### config.mk
export PLATFORM = sky130hd
export DESIGN_NAME = stage_d
export DESIGN_NICKNAME = d
export VERILOG_FILES = /design/src/rtl/pipe_pkg.sv /design/src/rtl/pipe_fifo.sv /design/src/rtl/stage_d.sv
export SDC_FILE = /design/constraint.sdc
export NUM_CORES = 1
export LEC_CHECK = 0
export CAP_MARGIN = 20
export CORE_UTILIZATION = 30
export CTS_CLUSTER_DIAMETER = 60
export DETAILED_ROUTE_END_ITERATION = 8
export PLACE_DENSITY = 0.45
export SYNTH_ARGS = -nofsm -noshare
export SYNTH_HDL_FRONTEND = slang
export SYNTH_SLANG_ARGS = --single-unit
### constraint.sdc
create_clock -name clk -period 2.88 [get_ports clk]
set_input_delay 0.288 -clock clk [delete_from_list [all_inputs] [get_ports clk]]
set_output_delay 0.288 -clock clk [all_outputs]
set_load 0.05 [all_outputs]
### src/rtl/pipe_pkg.sv
// Shared definitions for the example pipeline stages (stage_C, stage_d and siblings).
package pipe_pkg;

    // Default token width and buffer depth for pipeline stages.
    localparam int unsigned PIPE_WIDTH = 8;
    localparam int unsigned PIPE_DEPTH = 4;

    // Output-side handshake FSM: IDLE=0, WAIT_ACK=1.
    typedef enum logic [0:0] {
        StIdle    = 1'b0,
        StWaitAck = 1'b1
    } out_state_e;

    // Handshake line levels shared by DIR/DOR/ack signalling.
    localparam logic HS_ASSERT = 1'b1;
    localparam logic HS_IDLE   = 1'b0;

endpackage

### src/rtl/pipe_fifo.sv
// Synchronous DEPTH x WIDTH FIFO with occupancy count; DEPTH must be a power of two.
module pipe_fifo #(
    parameter int unsigned WIDTH = 8,
    parameter int unsigned DEPTH = 4
) (
    input  logic                   clk,
    input  logic                   reset,
    input  logic                   push,
    input  logic [WIDTH-1:0]       push_data,
    input  logic                   pop,
    output logic [WIDTH-1:0]       pop_data,
    output logic                   full,
    output logic                   empty,
    output logic [$clog2(DEPTH):0] count
);

    localparam int unsigned PtrW = $clog2(DEPTH);
    localparam int unsigned CntW = PtrW + 1;

    logic [WIDTH-1:0] mem_q [DEPTH];
    logic [PtrW-1:0]  wr_ptr_q;
    logic [PtrW-1:0]  rd_ptr_q;
    logic [CntW-1:0]  count_q;
    logic [CntW-1:0]  count_d;
    logic             do_push;
    logic             do_pop;

    assign full     = (count_q == CntW'(DEPTH));
    assign empty    = (count_q == '0);
    assign do_push  = push && !full;
    assign do_pop   = pop && !empty;
    assign pop_data = mem_q[rd_ptr_q];
    assign count    = count_q;

    // Occupancy next-state: simultaneous push and pop leave it unchanged.
    always_comb begin
        count_d = count_q;
        unique case ({do_push, do_pop})
            2'b10:   count_d = count_q + CntW'(1);
            2'b01:   count_d = count_q - CntW'(1);
            default: count_d = count_q;
        endcase
    end

    // Pointer and occupancy registers; pointers wrap naturally since DEPTH is a power of two.
    always_ff @(posedge clk) begin
        if (reset) begin
            wr_ptr_q <= '0;
            rd_ptr_q <= '0;
            count_q  <= '0;
        end else begin
            if (do_push) begin
                wr_ptr_q <= wr_ptr_q + PtrW'(1);
            end
            if (do_pop) begin
                rd_ptr_q <= rd_ptr_q + PtrW'(1);
            end
            count_q <= count_d;
        end
    end

    // Storage array; contents need no reset because occupancy gates every read.
    always_ff @(posedge clk) begin
        if (do_push) begin
            mem_q[wr_ptr_q] <= push_data;
        end
    end

endmodule

### src/rtl/stage_d.sv
// Consumer stage: captures tokens over DIR/ack, replaces each with a running wrap-around
// sum, buffers results and forwards them over DOR/ack.
module stage_d
    import pipe_pkg::*;
#(
    parameter int unsigned WIDTH = PIPE_WIDTH,
    parameter int unsigned DEPTH = PIPE_DEPTH
) (
    input  logic                   clk,
    input  logic                   reset,
    input  logic                   DIR,
    input  logic [WIDTH-1:0]       data_in,
    output logic                   ack_prev,
    output logic                   DOR,
    output logic [WIDTH-1:0]       data_out,
    input  logic                   ack_from_next,
    output logic [$clog2(DEPTH):0] fill
);

    logic             capture;
    logic [WIDTH-1:0] sum;
    logic [WIDTH-1:0] acc_q;
    logic [WIDTH-1:0] acc_d;
    logic             ack_q;
    logic             cooldown_q;

    logic             fifo_full;
    logic             fifo_empty;
    logic             fifo_pop;
    logic [WIDTH-1:0] fifo_head;

    out_state_e       state_q;
    out_state_e       state_d;
    logic [WIDTH-1:0] data_out_q;
    logic [WIDTH-1:0] data_out_d;

    // Carry is discarded: the sum wraps modulo 2^WIDTH.
    assign sum = acc_q + data_in;

    // Full is sampled before the edge, so a pop only frees a slot for the following edge.
    assign capture = (DIR == HS_ASSERT) && !cooldown_q && !fifo_full;

    pipe_fifo #(
        .WIDTH (WIDTH),
        .DEPTH (DEPTH)
    ) u_fifo (
        .clk       (clk),
        .reset     (reset),
        .push      (capture),
        .push_data (sum),
        .pop       (fifo_pop),
        .pop_data  (fifo_head),
        .full      (fifo_full),
        .empty     (fifo_empty),
        .count     (fill)
    );

    // Accumulator advances only on a captured token.
    always_comb begin
        acc_d = acc_q;
        if (capture) begin
            acc_d = sum;
        end
    end

    // Input-side state: ack pulse and one-cycle cooldown so a still-held DIR is not recaptured.
    always_ff @(posedge clk) begin
        if (reset) begin
            acc_q      <= '0;
            ack_q      <= HS_IDLE;
            cooldown_q <= 1'b0;
        end else begin
            acc_q      <= acc_d;
            ack_q      <= capture;
            cooldown_q <= capture;
        end
    end

    // Output FSM next-state: pop into the output register from IDLE, hold until acked.
    always_comb begin
        state_d    = state_q;
        data_out_d = data_out_q;
        fifo_pop   = 1'b0;
        unique case (state_q)
            StIdle: begin
                if (!fifo_empty) begin
                    fifo_pop   = 1'b1;
                    data_out_d = fifo_head;
                    state_d    = StWaitAck;
                end
            end
            StWaitAck: begin
                if (ack_from_next == HS_ASSERT) begin
                    state_d = StIdle;
                end
            end
        endcase
    end

    // Output FSM state and result register.
    always_ff @(posedge clk) begin
        if (reset) begin
            state_q    <= StIdle;
            data_out_q <= '0;
        end else begin
            state_q    <= state_d;
            data_out_q <= data_out_d;
        end
    end

    assign ack_prev = ack_q;
    assign DOR      = (state_q == StWaitAck);
    assign data_out = data_out_q;

endmodule

==> results of run 1 <==
==> state kept, by name (all words and copies together) (netlist names) <==
signal	count
DOR	1
cooldown_q	1
acc_q	8
data_out	8
u_fifo.mem_q	32
u_fifo.rd_ptr_q	2
u_fifo.count	3
u_fifo.wr_ptr_q	2
==> Yosys cell counts (all sizes together) <==
master / count / area share [%]
a211oi: 2 / 0.80
a21o: 1 / 0.30
a21oi: 23 / 5.0
and2: 4 / 0.99
and3: 1 / 0.45
buf: 5 / 1.2
clkbuf: 4 / 0.60
dfxtp: 25 / 20
edfxtp: 32 / 38
fa: 2 / 1.6
ha: 12 / 6.0
inv: 11 / 1.6
mux4: 8 / 7.2
nand2: 28 / 4.2
nand2b: 2 / 0.50
nand3: 1 / 0.20
nand3b: 2 / 0.60
nand4b: 1 / 0.35
nor2: 13 / 1.9
nor2b: 1 / 0.25
nor3: 2 / 0.40
o211ai: 1 / 0.30
o21a: 3 / 0.90
o21ai: 4 / 0.80
o21bai: 1 / 0.30
o31a: 1 / 0.40
o31ai: 1 / 0.30
o41ai: 1 / 0.35
or2: 2 / 0.50
or3: 1 / 0.25
or4: 2 / 0.60
xnor2: 6 / 2.1
xor2: 3 / 1.0
==> cells by family after synthesis <==
logic type                 share of synthesized area (%)
and+or+nand+nor                                     11.2
DFF                                                 58.1
AOI/OAI and AO/OA                                   9.45
buffers and inverters                               3.43
adders and majority gates                           7.56
xor gates and xnor gates                            3.13
muxes                                               7.16
==> worst paths after layout <==
kind,slack (ps),to,startpoint,cells past startpoint
worst max-delay path,550,u_fifo.count[2],u_fifo.count[2],9
worst min-delay path,450,data_out[1],data_out[1],2
worst max register to register,550,u_fifo.count[2],u_fifo.count[2],9
worst min register to register,450,data_out[1],data_out[1],2
==> metrics by stage <==
| step | hold WS [ps] | std cells | cell area [sq um] |
|---|---|---|---|
| final | 452 | 346 | 3060 |
| after global routing | 471 | 346 | 3060 |
| after CTS | 455 | 346 | 3060 |
| after detailed placement | 446 | 330 | 2870 |
| after global placement | 442 | 330 | 2870 |
| after floorplan | 440 | 206 | 2520 |
==> cells in the final DEF (no fill, tap or decap), types with 6 or more instances in the layout <==
cell type / Yosys / layout
nand2_1: 28 / 28
xnor2_1: 6 / 6
dfxtp_1: 25 / 25
clkdlybuf4s50_1: 0 / 24
inv_1: 11 / 11
a21oi_1: 22 / 22
clkbuf_8: 0 / 9
nor2_1: 13 / 13
mux4_2: 8 / 8
ha_1: 12 / 12
edfxtp_1: 32 / 32
==> power by group through the flow <==
| stage | clock [W] | combinational, W | sequential, W |
|---|---|---|---|
| 2_1_floorplan | 0 | 0.000580 | 0.00140 |
| 3_5_place_dp | 0 | 0.00109 | 0.00122 |
| 5_1_grt | 0.000767 | 0.00119 | 0.00122 |
| 4_1_cts | 0.000737 | 0.00109 | 0.00120 |
| 6_report | 0.000712 | 0.00107 | 0.00119 |
| 3_3_place_gp | 0 | 0.00108 | 0.00121 |
==> per-layer routing <==
layer	global-route usage [%]	vias up	part of all wire (%)
li1	-	787	-
met1	15.6	716	47
met2	20.1	25	47
met3	4.72	11	3.7
met4	5.77	0	1.8
met5	0	-	0
==> layout make-up <==
cell class                 count  area share [%]
multi-input combinational    129            31.7
clock buffer                  10            4.17
inverter                      11            1.35
timing repair buffer          28            8.83
sequential                    57            47.8
clock inverter                 6            1.92
tap                          105            4.29
==> critical path, stage by stage, from the launching register on <==
cell	delay [ps]
dfxtp_1	440
nor3_1	100
or2_2	380
inv_1	130
ha_1	180
inv_1	60
fa_1	370
xor2_1	160
or3_1	310
a21oi_1	140
==> impl_metrics.tcl, run 1 <==
set metrics [dict create \
    die-area_sq_um 8760 \
    avgSynthCellArea_sq_um 12.2 \
    setup_ws_ps 546 \
    synth_seq_cells 57 \
    fp.dieW_um 93.6 \
    num_antenna_cells 0 \
    power_switching_w 0.00108 \
    nets 262 \
    power.total_w 0.00298 \
    core_area_sq_um 8180 \
    firstDrtPassIters 4 \
    layout_min_cycle_time_ps 2330 \
    cts_setup_buffers 0 \
    status "complete, no violations" \
    grt_pass1_vias 1517 \
    hpwl_mm 3.38 \
    slew_violations 0 \
    p_sw_share_pct 36.3 \
    postCtsHoldBufs 0 \
    synthesis.nets 232 \
    die_h_um 93.6 \
    holdCritPathClass "flip-flop to flip-flop" \
    yosysSeqAreaShare_pct 58.1 \
    yosys_warnings 0 \
    slew-limit-headroom_pct 56.4 \
    finalSetupTns_ps 0 \
    multi_input_area_sq_um 968 \
    grt.overflow.total 0 \
    ant_nets 0 \
    critPathLaunchType "flip-flop" \
    rsz0062_at_grt "false" \
    postCtsResizedCells 0 \
    num_io_pins 25 \
    wl_per_cell_um 14.1 \
    cp.required_ps 3140 \
    post-route-period-util_pct 81.0 \
    portBuffers 24 \
    worst_setup_path_end_kind "flip-flop" \
    cts_buffer_depth 2 \
    critPathKind "flip-flop to flip-flop" \
    drc 0 \
    drt_iter0_markers 58 \
    max_freq_mhz 429 \
    grt_use_total_pct 12.8 \
    p_int_w 0.00190 \
    syn_area_sq_um 2520 \
    critPathArrivalTime_ps 2600 \
    nFillCells 807 \
    start_util_pct 30.8 \
    clk_pin_slew_ps 60 \
    placement_rows 33 \
    hold_viol 0 \
    area_growth_pct 21.6 \
    grt_max_degree 17 \
    gp_congestion 0.699 \
    clkPwrFrac_pct 23.9 \
    antenna_found_initial 0 \
    yosysUniqueCellTypes 37 \
    skew_ps 8.19 \
    drive_gt1_share_pct 13.3 \
    seqPwrFrac_pct 40.1 \
    cts.sinks 57 \
    clock_latency_ps 330 \
    combinationalPowerShare_pct 36.0 \
    cts_buffers 9 \
    cts_tree "done" \
    ir_worst_vdd_uv 287 \
    p_leak_nw 1.08 \
    postLayoutCoreUtil_pct 37.4 \
    max_cap_viol_count 0 \
    setup_viol 0 \
    vias 1539 \
    cts-root-buf "clkbuf_8" \
    seq_area_sq_um 1460 \
    pre_cts_ws_ps 407 \
    synthCells 206 \
    crit_path_max_fanout 10 \
    p_per_area_nw_per_um2 973 \
    grt_pass1_wl_mm 8.03 \
    wirelength_mm 4.86 \
    worst_pin_slew_ps 653 \
    cts_htree_levels 3 \
    avgViaCountPerCell 4.45 \
]
Note: power is estimated with default switching activity, not from simulation.
==> run 2, diff against run 1 <==
- PLACE_DENSITY: 0.45 -> 0.47
- clock period: 2.88 -> 2.1 ns (I/O delays scaled with it)
==> run 2 against run 1 <==
Net effect: non-clock buffer count rose by 17; combinational power rose by 58%; global-route usage fell by 0.17 points; design area rose by 6.4%; sequential share of layout area fell by 2.4 points; worst hold slack improved by 0.86 ps; sequential power rose by 36%; critical path type is now input port to flip-flop; critical endpoint is now u_fifo.mem_q[0][7]; highest routed layer unchanged.
==> impl_metrics.tcl, run 2 (synthesis gave the netlist of run 1 again) <==
set metrics [dict create \
    wl_per_cell_um 13.4 \
    setup_ws_ps 107 \
    postLayoutCoreUtil_pct 39.8 \
    avgViaCountPerCell 4.55 \
    num_antenna_cells 0 \
    holdCritPathClass "flip-flop to flip-flop" \
    ir_worst_vdd_uv 448 \
    portBuffers 24 \
    status "complete, no violations" \
    worst_pin_slew_ps 491 \
    skew_ps 6.52 \
    gp_congestion 0.736 \
    setup_viol 0 \
    hold_ws_ps 453 \
    placement_rows 33 \
    fp.dieW_um 93.6 \
    clock_latency_ps 330 \
    cts-root-buf "clkbuf_8" \
    die-area_sq_um 8760 \
    area_growth_pct 29.3 \
    dpl_cell_area_sq_um 3040 \
    hold_viol 0 \
    post-route-period-util_pct 94.9 \
    critPathLaunchType "input port" \
    finalSetupTns_ps 0 \
    r2r_start "acc_q[1]" \
    cts_setup_buffers 0 \
    wirelength_mm 4.86 \
    worst_setup_path_end_kind "flip-flop" \
    drive_gt1_share_pct 24.4 \
    final_cell_mix "edfxtp_1, nand2_1, clkdlybuf4s50_1" \
    cts_htree_levels 3 \
    critPathArrivalTime_ps 2060 \
    critPathKind "input port to flip-flop" \
    die_h_um 93.6 \
    slew_violations 0 \
    start_util_pct 30.8 \
    grt_max_degree 17 \
    p_per_area_nw_per_um2 1310 \
    whs_path_depth 2 \
    multi_input_area_sq_um 1030 \
    drc 0 \
    layout_min_cycle_time_ps 1990 \
    slew-limit-headroom_pct 67.2 \
    rr_worst_depth 6 \
    vias 1651 \
    cts_tree "done" \
    final_cell_area_sq_um 3250 \
    seq_area_sq_um 1480 \
    cts_buffers 9 \
    core_area_sq_um 8180 \
    grt.overflow.total 0 \
    ant_nets 0 \
    cp.required_ps 2160 \
    r2r_end "u_fifo.mem_q[0][7]" \
    largest_reg_flops 32 \
    pre_cts_ws_ps -288 \
    max_cap_viol_count 0 \
    antenna_found_initial 0 \
    cts.sinks 57 \
    grt_pass1_wl_mm 8.16 \
    clk_pin_slew_ps 60 \
    crit_path_max_fanout 4 \
    regMostFlops "u_fifo.mem_q" \
    drt_iter0_markers 34 \
    final_common_cell "edfxtp_1" \
    firstDrtPassIters 4 \
    nFillCells 829 \
    num_io_pins 25 \
    hold_end "data_out[5]" \
    nets 279 \
    max_freq_mhz 502 \
    reg2reg_slack_ps 110 \
    grt_use_total_pct 12.6 \
    grt_pass1_vias 1671 \
    min-delay-start "data_out[5]" \
    cts_buffer_depth 2 \
    hpwl_mm 3.46 \
    p_leak_nw 1.18 \
]
## run 2: cell types whose count changed in the layout (fill, tap and decap cells not counted), sizes merged
cell | previous run | this run
buf | 4 | 21
clkbuf | 10 | 11
clkinv | 3 | 4
clkinvlp | 2 | 0
## run 2: timing repair
action / CTS / global route
endpoints found under the setup margin: 0 / 9
hold buffers: 0 / 0
resized for setup: 0 / 7
hold endpoints to repair: 0 / 0
## run 2: per-stage QoR
stage               std cells  power, W
floorplan                 206   0.00282
global placement          347   0.00332
detailed placement        347   0.00334
CTS                       363   0.00431
global route              363   0.00454
finish                    363   0.00426
## run 2: worst max path at each step
| stage | from | end |
|---|---|---|
| 2_1_floorplan | u_fifo.count[0] | u_fifo.count[2] |
| 3_3_place_gp | data_in[1] | u_fifo.mem_q[0][7] |
| 3_5_place_dp | data_in[1] | u_fifo.mem_q[0][7] |
| 4_1_cts | acc_q[1] | u_fifo.mem_q[0][7] |
| 5_1_grt | data_in[0] | u_fifo.mem_q[2][6] |
| 6_report | data_in[1] | u_fifo.mem_q[0][7] |
## run 2: routing by layer
metal,vias up,global-route usage [%],wire length [um]
met1,789,15.9,2280
met2,26,20.0,2340
met4,0,6.54,106
li1,825,-,-
met5,-,0,0
met3,11,3.09,141
## run 2: power breakdown
group | internal [W] | switching (W)
Combinational | 0.000726 | 0.000961
Clock | 0.000537 | 0.000418
Sequential | 0.00149 | 0.000129
Total | 0.00275 | 0.00151
## run 2: final cells by class
cell class                      instances  share of cell area [%]
Clock buffer                           11                    4.04
Tap cell                              105                    4.04
Clock inverter                          5                    1.46
Sequential cell                        57                    45.4
Multi-Input combinational cell        129                    31.5
Timing Repair Buffer                   45                    12.2
Inverter                               11                    1.35
## run 2: critical path: stages
cell,delay (ps)
clkdlybuf4s50_1,430
ha_1,320
a211oi_2,280
o211ai_1,150
and3_4,190
or2_2,310
xnor2_2,160
